<file path="config.mk">
export PLATFORM = sky130hd
export DESIGN_NAME = hazard_scoreboard
export DESIGN_NICKNAME = d
export VERILOG_FILES = /design/src/rtl/hazard_pkg.sv /design/src/rtl/hazard_match.sv /design/src/rtl/hazard_scoreboard.sv
export SDC_FILE = /design/constraint.sdc
export NUM_CORES = 1
export LEC_CHECK = 0
export CAP_MARGIN = 40
export CORE_MARGIN = 4
export CORE_UTILIZATION = 30
export CTS_CLUSTER_SIZE = 16
export DETAILED_ROUTE_END_ITERATION = 8
export SYNTH_ARGS = -nofsm -noshare
export SYNTH_HDL_FRONTEND = slang
export SYNTH_SLANG_ARGS = --single-unit
</file>
<file path="constraint.sdc">
create_clock -name CLK -period 4.3 [get_ports CLK]
set_input_delay 0.645 -clock CLK [delete_from_list [all_inputs] [get_ports CLK]]
set_output_delay 0.645 -clock CLK [all_outputs]
set_load 0.005 [all_outputs]
</file>
<file path="src/rtl/hazard_pkg.sv">
// Shared types and constants for the hazard scoreboard and its match search.
// Scoreboard entries hold destination addresses up to RA_MAX bits wide.
package hazard_pkg;

  localparam int RA_MAX = 8;
  localparam int FWD_W  = 2;

  localparam logic [1:0] LAT_ALU  = 2'd1;
  localparam logic [1:0] LAT_LOAD = 2'd2;

  // Forward-select value meaning "take the register file"; nonzero values name a stage.
  localparam logic [FWD_W-1:0] FWD_RF = 2'd0;

  typedef struct packed {
    logic              vld;
    logic              we;
    logic [RA_MAX-1:0] dst;
    logic [1:0]        lat;
  } sbEntry_t;

  // Unknown latencies are treated as loads so a hazard is never missed.
  function automatic logic [1:0] normLat(input logic [1:0] lat);
    return (lat == LAT_ALU || lat == LAT_LOAD) ? lat : LAT_LOAD;
  endfunction

endpackage

</file>
<file path="src/rtl/hazard_match.sv">
// Youngest-producer search for one source operand across the scoreboard entries.
// Only entries FIRST..DEPTH are candidates; the lowest matching index wins.
module hazard_match
  import hazard_pkg::*;
#(
  parameter int DEPTH = 3,
  parameter int RA_W  = 5,
  parameter int FIRST = 1,
  parameter int IDX_W = $clog2(DEPTH + 1)
) (
  input  sbEntry_t         entries [1:DEPTH],
  input  logic [RA_W-1:0]  opReg,
  input  logic             opUse,
  output logic             hit,
  output logic [IDX_W-1:0] hitIdx,
  output logic [1:0]       hitLat
);

  logic [DEPTH:1] matchVec;

  generate
    for (genvar gi = 1; gi <= DEPTH; gi++) begin : gMatch
      assign matchVec[gi] = (gi >= FIRST) && entries[gi].vld && entries[gi].we && opUse
                            && (opReg != '0) && (entries[gi].dst == RA_MAX'(opReg));
    end
  endgenerate

  // Scan oldest to youngest so the youngest match is the last one written.
  always_comb begin
    hit    = 1'b0;
    hitIdx = '0;
    hitLat = LAT_ALU;
    for (int k = DEPTH; k >= 1; k--) begin
      if (matchVec[k]) begin
        hit    = 1'b1;
        hitIdx = IDX_W'(k);
        hitLat = entries[k].lat;
      end
    end
  end

endmodule

</file>
<file path="src/rtl/hazard_scoreboard.sv">
// Pipeline hazard scoreboard: tracks in-flight writers, raises stalls and flushes,
// selects forwarding sources for the E and D operands, and counts stall/flush cycles.
module hazard_scoreboard
  import hazard_pkg::*;
#(
  parameter int NREG  = 32,
  parameter int DEPTH = 3,
  parameter int CNT_W = 16,
  parameter int RA_W  = $clog2(NREG)
) (
  input  logic             CLK,
  input  logic             reset,
  input  logic             issue_i,
  input  logic [RA_W-1:0]  rs_i,
  input  logic [RA_W-1:0]  rt_i,
  input  logic             rs_use_i,
  input  logic             rt_use_i,
  input  logic             br_i,
  input  logic [RA_W-1:0]  dst_i,
  input  logic             we_i,
  input  logic [1:0]       lat_i,
  input  logic             redirect_i,
  output logic             stall_o,
  output logic             flush_d_o,
  output logic             flush_e_o,
  output logic [1:0]       fwd_ae_o,
  output logic [1:0]       fwd_be_o,
  output logic [1:0]       fwd_ad_o,
  output logic [1:0]       fwd_bd_o,
  output logic [CNT_W-1:0] stall_cnt_o,
  output logic [CNT_W-1:0] flush_cnt_o
);

  localparam int IDX_W = $clog2(DEPTH + 1);

  sbEntry_t         entries_reg [1:DEPTH];
  logic [RA_W-1:0]  eRs_reg, eRt_reg;
  logic             eRsUse_reg, eRtUse_reg;
  logic [CNT_W-1:0] stallCnt_reg, flushCnt_reg;

  logic             hitAE, hitBE, hitAD, hitBD;
  logic [IDX_W-1:0] idxAE, idxBE, idxAD, idxBD;
  logic [1:0]       latAE, latBE, latAD, latBD;
  logic             advance;
  sbEntry_t         dPacket;
  logic             unusedLat;

  hazard_match #(.DEPTH(DEPTH), .RA_W(RA_W), .FIRST(2)) uMatchAE (
    .entries(entries_reg), .opReg(eRs_reg), .opUse(eRsUse_reg),
    .hit(hitAE), .hitIdx(idxAE), .hitLat(latAE));
  hazard_match #(.DEPTH(DEPTH), .RA_W(RA_W), .FIRST(2)) uMatchBE (
    .entries(entries_reg), .opReg(eRt_reg), .opUse(eRtUse_reg),
    .hit(hitBE), .hitIdx(idxBE), .hitLat(latBE));
  hazard_match #(.DEPTH(DEPTH), .RA_W(RA_W), .FIRST(1)) uMatchAD (
    .entries(entries_reg), .opReg(rs_i), .opUse(rs_use_i),
    .hit(hitAD), .hitIdx(idxAD), .hitLat(latAD));
  hazard_match #(.DEPTH(DEPTH), .RA_W(RA_W), .FIRST(1)) uMatchBD (
    .entries(entries_reg), .opReg(rt_i), .opUse(rt_use_i),
    .hit(hitBD), .hitIdx(idxBD), .hitLat(latBD));

  // E-stage producer latency only matters to the stall decision made in D.
  assign unusedLat = ^{latAE, latBE};

  // A D consumer needs the value in D (branch) or one stage later (everything else).
  function automatic logic needStall(input logic hit, input logic [IDX_W-1:0] idx,
                                     input logic [1:0] lat, input logic br);
    logic [7:0] k;
    logic [7:0] l;
    k = 8'(idx);
    l = 8'(lat);
    return hit && (br ? (k <= l) : (k + 8'd1 <= l));
  endfunction

  assign stall_o   = issue_i & (needStall(hitAD, idxAD, latAD, br_i) |
                                needStall(hitBD, idxBD, latBD, br_i));
  assign flush_d_o = redirect_i & ~stall_o;
  assign flush_e_o = stall_o | flush_d_o;
  assign advance   = issue_i & ~stall_o;

  assign fwd_ae_o = hitAE ? FWD_W'(idxAE - IDX_W'(1)) : FWD_RF;
  assign fwd_be_o = hitBE ? FWD_W'(idxBE - IDX_W'(1)) : FWD_RF;
  assign fwd_ad_o = (hitAD && (8'(idxAD) > 8'(latAD))) ? FWD_W'(idxAD) : FWD_RF;
  assign fwd_bd_o = (hitBD && (8'(idxBD) > 8'(latBD))) ? FWD_W'(idxBD) : FWD_RF;

  always_comb begin
    dPacket = '0;
    if (advance) begin
      dPacket.vld = 1'b1;
      dPacket.we  = we_i;
      dPacket.dst = RA_MAX'(dst_i);
      dPacket.lat = normLat(lat_i);
    end
  end

  always_ff @(posedge CLK) begin
    if (reset) begin
      entries_reg[1] <= '0;
      eRs_reg        <= '0;
      eRt_reg        <= '0;
      eRsUse_reg     <= 1'b0;
      eRtUse_reg     <= 1'b0;
    end else begin
      entries_reg[1] <= dPacket;
      eRs_reg        <= rs_i;
      eRt_reg        <= rt_i;
      eRsUse_reg     <= advance & rs_use_i;
      eRtUse_reg     <= advance & rt_use_i;
    end
  end

  generate
    for (genvar gi = 2; gi <= DEPTH; gi++) begin : gShift
      always_ff @(posedge CLK) begin
        if (reset) entries_reg[gi] <= '0;
        else       entries_reg[gi] <= entries_reg[gi-1];
      end
    end
  endgenerate

  always_ff @(posedge CLK) begin
    if (reset) begin
      stallCnt_reg <= '0;
      flushCnt_reg <= '0;
    end else begin
      if (stall_o && (stallCnt_reg != '1))   stallCnt_reg <= stallCnt_reg + 1'b1;
      if (flush_d_o && (flushCnt_reg != '1)) flushCnt_reg <= flushCnt_reg + 1'b1;
    end
  end

  assign stall_cnt_o = stallCnt_reg;
  assign flush_cnt_o = flushCnt_reg;

endmodule

</file>
# --- Word-level counts from Yosys, hierarchy flattened ---
# Cells that the tools add are included.
classes:
  add_sub_neg: 6
  n_lt_le_gt_ge: 6
  eq_ne: 14
  n_mux: 34
  bitwise: 10
  reduce_logical: 46
ops:
  columns: ["operator", "count"]
  rows:
  - ["== test 8 x 5 -> 1 bit", 10]
  - ["two-way mux 2 bit", 21]
  - ["logical AND 1 bit", 39]
  - ["adder 16 x 1 -> 16 bit, second input constant", 2]
  - ["!= test 16 bit, second input constant", 2]
  - ["nonzero test 5 bit", 4]
  - ["two-way mux 1 bit", 12]
  - ["two-way mux 12 bit", 1]
  - ["adder 2 x 1 -> 3 bit, second input constant", 2]
  - ["<= comparator 3 x 2 -> 1 bit", 2]
  - ["AND 1 bit", 5]
  - ["> comparator 2 bit", 2]
  - ["<= comparator 2 bit", 2]
  - ["subtractor 2 x 1 -> 2 bit, second input constant", 2]
  - ["NOT 1 bit", 3]
  - ["OR reduction 3 bit", 1]
  - ["== test 2 x 1 -> 1 bit, second input constant", 1]
  - ["== test 2 bit, second input constant", 1]
  - ["bitwise OR 1 bit", 2]
  - ["OR reduction 2 bit", 1]
  - ["logical OR 1 bit", 1]
totals:
  ff_bits: 80
  in_bits: 25
  output_inout_bits: 43
  wordCells: 136

# --- Depth between registers and ports, before layout ---
# Gate-level depths: netlist of run 1.
logic_depth:
  ltp_word: 17
  mapped_depth: 18
  ltp_nobuf: 16

# --- Modules after synthesis ---
# From an unflattened synthesis of run 1, not the netlist that was laid out.
hier_totals:
  cells_unflattened: 478
  area_unflattened_um2: 4210.3
by_module_without_submodules:
  columns: ["module", "instances", "cells_per_inst", "area_each_um2", "seq_area_each_um2"]
  rows:
  - ["hazard_scoreboard", 1, 324, 3046.7, 1421.4]
  - ["hazard_match (uMatchAD ...)", 2, 45, 341.6, 0.0]
  - ["hazard_match (uMatchAE ...)", 2, 32, 240.2, 0.0]

# --- Worst setup path after synthesis of run 1 ---
# OpenSTA, ideal clock, no wires.
synth_timing:
  path_type: "input-to-output"
  startpoint: "input port rs_i[1]"
  endpoint: "output port flush_d_o"
  arrival_time_ns: 3.792
  t_required_ns: 3.655
  slack_ns: -0.137
  stages: 15
  n_path_buf: 3
  cell_sequence: "buf_1 -> o21ai_2 -> nor4_1 -> nor2b_1 -> a22o_1 -> mux2i_1 -> fa_1 -> nor3b_1 -> o32ai_1 -> mux2_2 -> o311ai_1 -> nand3_2 -> buf_6 -> clkbuf_1 -> inv_1"
synth_via:
  elab_chain_cells: 14
  elab_cells_between_ends: 28
  cone_classes: "add/sub: 1; order compare: 2; eq/ne: 3; mux: 10; bitwise: 4; reduce/logical: 8"
synth_lines:
  columns: ["element", "line", "source"]
  rows:
  - ["start, declared", "hazard_scoreboard.sv:14", "input logic [RA_W-1:0] rs_i,"]
  - ["nonzero test 5 bit", "hazard_match.sv:24", "&& (opReg != '0) && (entries[gi].dst == RA_MAX'(opReg));"]
  - ["logical AND 1 bit (2 in series)", "hazard_match.sv:24", null]
  - ["two-way mux 2 bit (3 in series)", "hazard_match.sv:34", "if (matchVec[k]) begin"]
  - ["adder 2 x 1 -> 3 bit", "hazard_scoreboard.sv:71", "return hit && (br ? (k <= l) : (k + 8'd1 <= l));"]
  - ["<= comparator 3 x 2 -> 1 bit", "hazard_scoreboard.sv:71", null]
  - ["two-way mux 1 bit", "hazard_scoreboard.sv:71", null]
  - ["logical AND 1 bit (*)", "hazard_scoreboard.sv:71", null]
  - ["bitwise OR 1 bit (*)", "hazard_scoreboard.sv:74", "assign stall_o = issue_i & (needStall(hitAD, idxAD, latAD, br_i) |"]
  - ["AND 1 bit (*)", "hazard_scoreboard.sv:74", null]
  - ["NOT 1 bit (*)", "hazard_scoreboard.sv:76", "assign flush_d_o = redirect_i & ~stall_o;"]
  - ["AND 1 bit (*)", "hazard_scoreboard.sv:76", null]
  - ["end, declared", "hazard_scoreboard.sv:24", "output logic flush_d_o,"]
# Every way passes the cells marked *; elsewhere a longest branch is shown, timed or not.

# --- Worst setup path in the final report of run 1 ---
layout_timing:
  startpoint: "input port rs_i[0]"
  endpoint: "output port flush_e_o"
layout_via:
  elab_chain_cells: 15
  elab_cells_between_ends: 29
  cone_classes: "add/sub: 1; order compare: 2; eq/ne: 3; mux: 10; bitwise: 5; reduce/logical: 8"
layout_lines:
  columns: ["element", "line", "source"]
  rows:
  - ["nonzero test 5 bit", "hazard_match.sv:24", null]
  - ["logical AND 1 bit (2 in series)", "hazard_match.sv:24", null]
  - ["two-way mux 2 bit (3 in series)", "hazard_match.sv:34", null]
  - ["adder 2 x 1 -> 3 bit", "hazard_scoreboard.sv:71", null]
  - ["<= comparator 3 x 2 -> 1 bit", "hazard_scoreboard.sv:71", null]
  - ["two-way mux 1 bit", "hazard_scoreboard.sv:71", null]
  - ["logical AND 1 bit (*)", "hazard_scoreboard.sv:71", null]
  - ["bitwise OR 1 bit (*)", "hazard_scoreboard.sv:74", null]
  - ["AND 1 bit (*)", "hazard_scoreboard.sv:74", null]
  - ["NOT 1 bit", "hazard_scoreboard.sv:76", null]
  - ["AND 1 bit", "hazard_scoreboard.sv:76", null]
  - ["bitwise OR 1 bit (*)", "hazard_scoreboard.sv:77", "assign flush_e_o = stall_o | flush_d_o;"]
  - ["end, declared", "hazard_scoreboard.sv:25", "output logic flush_e_o,"]
# Marks and branches as above.

==> impl_metrics.tcl, run 1 <==
set metrics [dict create \
    ys_seq_area_share_pct 36.4 \
    cts.hold.buffers_added 0 \
    gp_congestion 0.866 \
    leakagePower_uw 0.00216 \
    diodes 0 \
    track_usage_pct 15.8 \
    finalSetupViolCount 1 \
    route.detailed.drc 0 \
    avgRoutedWirePerCell_microns 15.4 \
    clockPowerShare_pct 46.8 \
    dieArea_sq_um 14900 \
    fin_nets 589 \
    cts_tree "done" \
    avgViaCountPerCell 5.00 \
    status "finished with violations" \
    endpoint_kind "primary output" \
    grt_remaining_overflow 0 \
    start_util_pct 30.8 \
    period_minus_slack_ns 4.38 \
    cts_buffer_depth 2 \
    ctsHtreeMaxLevel 3 \
    powerDensity_nw_per_um2 273 \
    path_cells "buf_6, or4_4, o21ai_4, nor4_4, nor2b_4, a22o_1, mux2i_2, fa_1, nor3b_2, o32ai_2, mux2_4, o311a_4, or3_4, buf_6" \
    critPathSlowestCell "or4_4" \
    grt_pass1_wl_microns 18600 \
    ys_warn_count 0 \
    violations "setup timing" \
    crit_end "flush_e_o" \
    r2r_start "entries_reg[4]" \
    antenna_found_initial 0 \
    core_area_sq_um 12700 \
    hold_slack_ns 0.467 \
    clkTransAtPathRegs_ns 0.05 \
    cp_common_cell "buf_6" \
    rows 41 \
    finalHoldViolCount 0 \
    p_comb_share_pct 8.9 \
    root_buffer "clkbuf_16" \
    max-vdd-ir-drop_uv 149 \
    drtPass1Iterations 4 \
    syn_avg_cell_area_sq_um 9.09 \
    syn-num-nets 467 \
    r2r_end "flush_cnt_o[9]" \
    relSlewSlack_pct 55.7 \
    seqPwrFrac_pct 44.4 \
    first_global_vias 3701 \
    pre_cts_slack_ns -0.846 \
    synth.area.top_cells "dfxtp_1, xnor2_1, nor2b_1, or4_1, ha_1" \
    critical_path.startpoint "rs_i[0]" \
    grt_max_degree 61 \
    syn-cell-area_sq_um 3900 \
    largest_register_ffs 27 \
    ys_types 52 \
    r2r_slack_ns 0.26 \
    die_h_microns 122 \
    die_w_microns 122 \
    insertion_delay_ns 0.33 \
    io-pin-count 68 \
    ant_nets 0 \
    cts_buffers 9 \
    numPlacedInstances 703 \
    tightest_slew_ns 0.664 \
    reg2reg_depth 16 \
    hpwl_microns 8200 \
    min_period_over_period_pct 102 \
    portBuffers 67 \
    vias 3639 \
    worstPathRequired_ns 3.65 \
    maxCapViolations 0 \
    path_class "primary input to primary output" \
    layout_setup_ws_ns -0.0798 \
    placed_cell_area_sq_um 5150 \
    fmax_mhz 228 \
    finClkSkew_ns 0.00686 \
    slowest_delay_ns 0.56 \
    stdcell_count 728 \
    worstPathMaxFanout 3 \
    cts.sinks 71 \
    total_power_uw 1550 \
    slew_violations 0 \
    synth_largest_type_area_fraction_pct 36.4 \
    final_layout_size_suffix_gt1_share_pct 26.3 \
    area_growth_pct 45.9 \
    crit_path_start_kind "primary input" \
    p_sw_share_pct 22.8 \
    hold_path.class "flip-flop to flip-flop" \
    post-route-cell-area_sq_um 5690 \
    first_iter_violations 208 \
    synth_cells 429 \
    p_int_uw 1200 \
    arrival_ns 3.73 \
    routed_wl_microns 11200 \
    switching_power_uw 354 \
    yosysTopAreaCell "dfxtp_1" \
    rsz0062_at_grt "yes" \
    whs_path_depth 1 \
    ys_ff_latch 71 \
]
## worst min-delay path by stage
stage | start | to
CTS | entries_reg[22] | entries_reg[10]
global route | entries_reg[23] | entries_reg[11]
detailed placement | entries_reg[22] | entries_reg[10]
finish | entries_reg[23] | entries_reg[11]
floorplan | entries_reg[13] | entries_reg[1]
global placement | entries_reg[23] | entries_reg[11]
## cells in the mapped netlist, drive strengths merged
cell type / count
o2111ai: 2
nand4: 15
o211ai: 1
xnor2: 38
and3b: 1
mux2i: 4
o21a: 4
o21ai: 12
nand2: 15
mux2: 8
ha: 11
nand3: 18
buf: 5
a31o: 1
inv: 14
clkbuf: 18
and4: 3
nor3b: 2
xor2: 15
a22o: 1
or3: 4
dfxtp: 71
or4: 22
and2: 9
and3: 11
o32ai: 2
o311ai: 3
fa: 2
a21oi: 19
a211oi: 1
or2: 1
a22oi: 1
nor4: 9
o41ai: 1
o31ai: 16
nor3: 6
o311a: 3
nor2b: 34
a21o: 1
nor2: 25
## kinds of logic after synthesis
logic type	synth area share [%]
and+or+nand+nor	27.2
adders and majority gates	4.56
muxes	3.34
AOI/OAI and AO/OA	12.6
DFF	36.4
xor gates and xnor gates	11.9
buffers and inverters	4.01
## power by group through the flow
stage	Clock [uW]	Sequential (uW)	Combinational (uW)
after floorplan	0	697	69.9
after global placement	0	703	132
after detailed placement	0	703	134
after CTS	746	689	136
after global routing	772	691	151
final	727	689	138
## placed cells by master, fill, tap and decap left out, types with 3 or more instances in the layout
cell and n:
nor4_1 3, nor3_1 4, or4_4 3, inv_2 3, clkbuf_16 9, buf_6 9, buf_2 7, and2_1 9
nor4_2 3, mux2_4 4, buf_4 62, o31ai_1 16, inv_1 11, nand3_1 17, nand4_1 15, nor2_2 4
o21a_1 4, xnor2_1 36, nor2b_1 33, and4_1 3, clkdlybuf4s50_1 50, o21ai_4 3, or3_1 3, o21ai_0 6
a21oi_1 18, clkbuf_8 4, ha_1 10, dfxtp_1 71, nor2_1 20, and3_1 11, or4_1 19, nand2_1 15
mux2_2 4, xor2_1 15, nor4_4 3
## stage by stage
| step | utilization (%) | TNS (ns) |
|---|---|---|
| finish | 44.9 | -0.0798 |
| global route | 44.9 | -0.220 |
| CTS | 44.4 | -0.0940 |
| detailed placement | 40.6 | -15.24 |
| global placement | 40.6 | -13.01 |
| floorplan | - | 0 |
## layout make-up
| cell class | count | area, sq um |
|---|---|---|
| Multi-Input combinational cell | 321 | 2520 |
| Tap cell | 172 | 215 |
| Timing Repair Buffer | 134 | 1180 |
| Clock inverter | 2 | 12.5 |
| Sequential cell | 71 | 1420 |
| Clock buffer | 14 | 284 |
| Inverter | 14 | 52.6 |
| Fill cell | 1223 | 6980 |
## what timing repair did
item | in CTS | in global routing
pin swaps | 24 | 16
endpoints found under the setup margin | 27 | 19
setup buffers | 8 | 1
gates resized for setup | 95 | 17
## routing by layer
layer / wire (microns) / track usage, % / share of wire [%]
met3: 510 / 4.50 / 4.5
met1: 4780 / 18.5 / 43
met4: 181 / 4.97 / 1.6
met5: 0 / 0 / 0
met2: 5770 / 27.9 / 51
## critical path: cells and delay by family
kind,cells,cell delay (ns)
buf+inv,2,0.22
fa+ha+maj,1,0.52
simple gates,5,1.38
mux,2,0.38
compound gates,4,0.59
Note: power is estimated with default switching activity, not from simulation.
==> inputs of run 2 (changes only) <==
--- a/config.mk
+++ b/config.mk
@@ -5,7 +5,7 @@
 export SDC_FILE = /design/constraint.sdc
 export NUM_CORES = 1
 export LEC_CHECK = 0
-export CAP_MARGIN = 40
+export CAP_MARGIN = 10
 export CORE_MARGIN = 4
 export CORE_UTILIZATION = 30
 export CTS_CLUSTER_SIZE = 16
==> results of run 2 <==
Same layout as run 1: the final DEF is identical, and so are final timing and power.
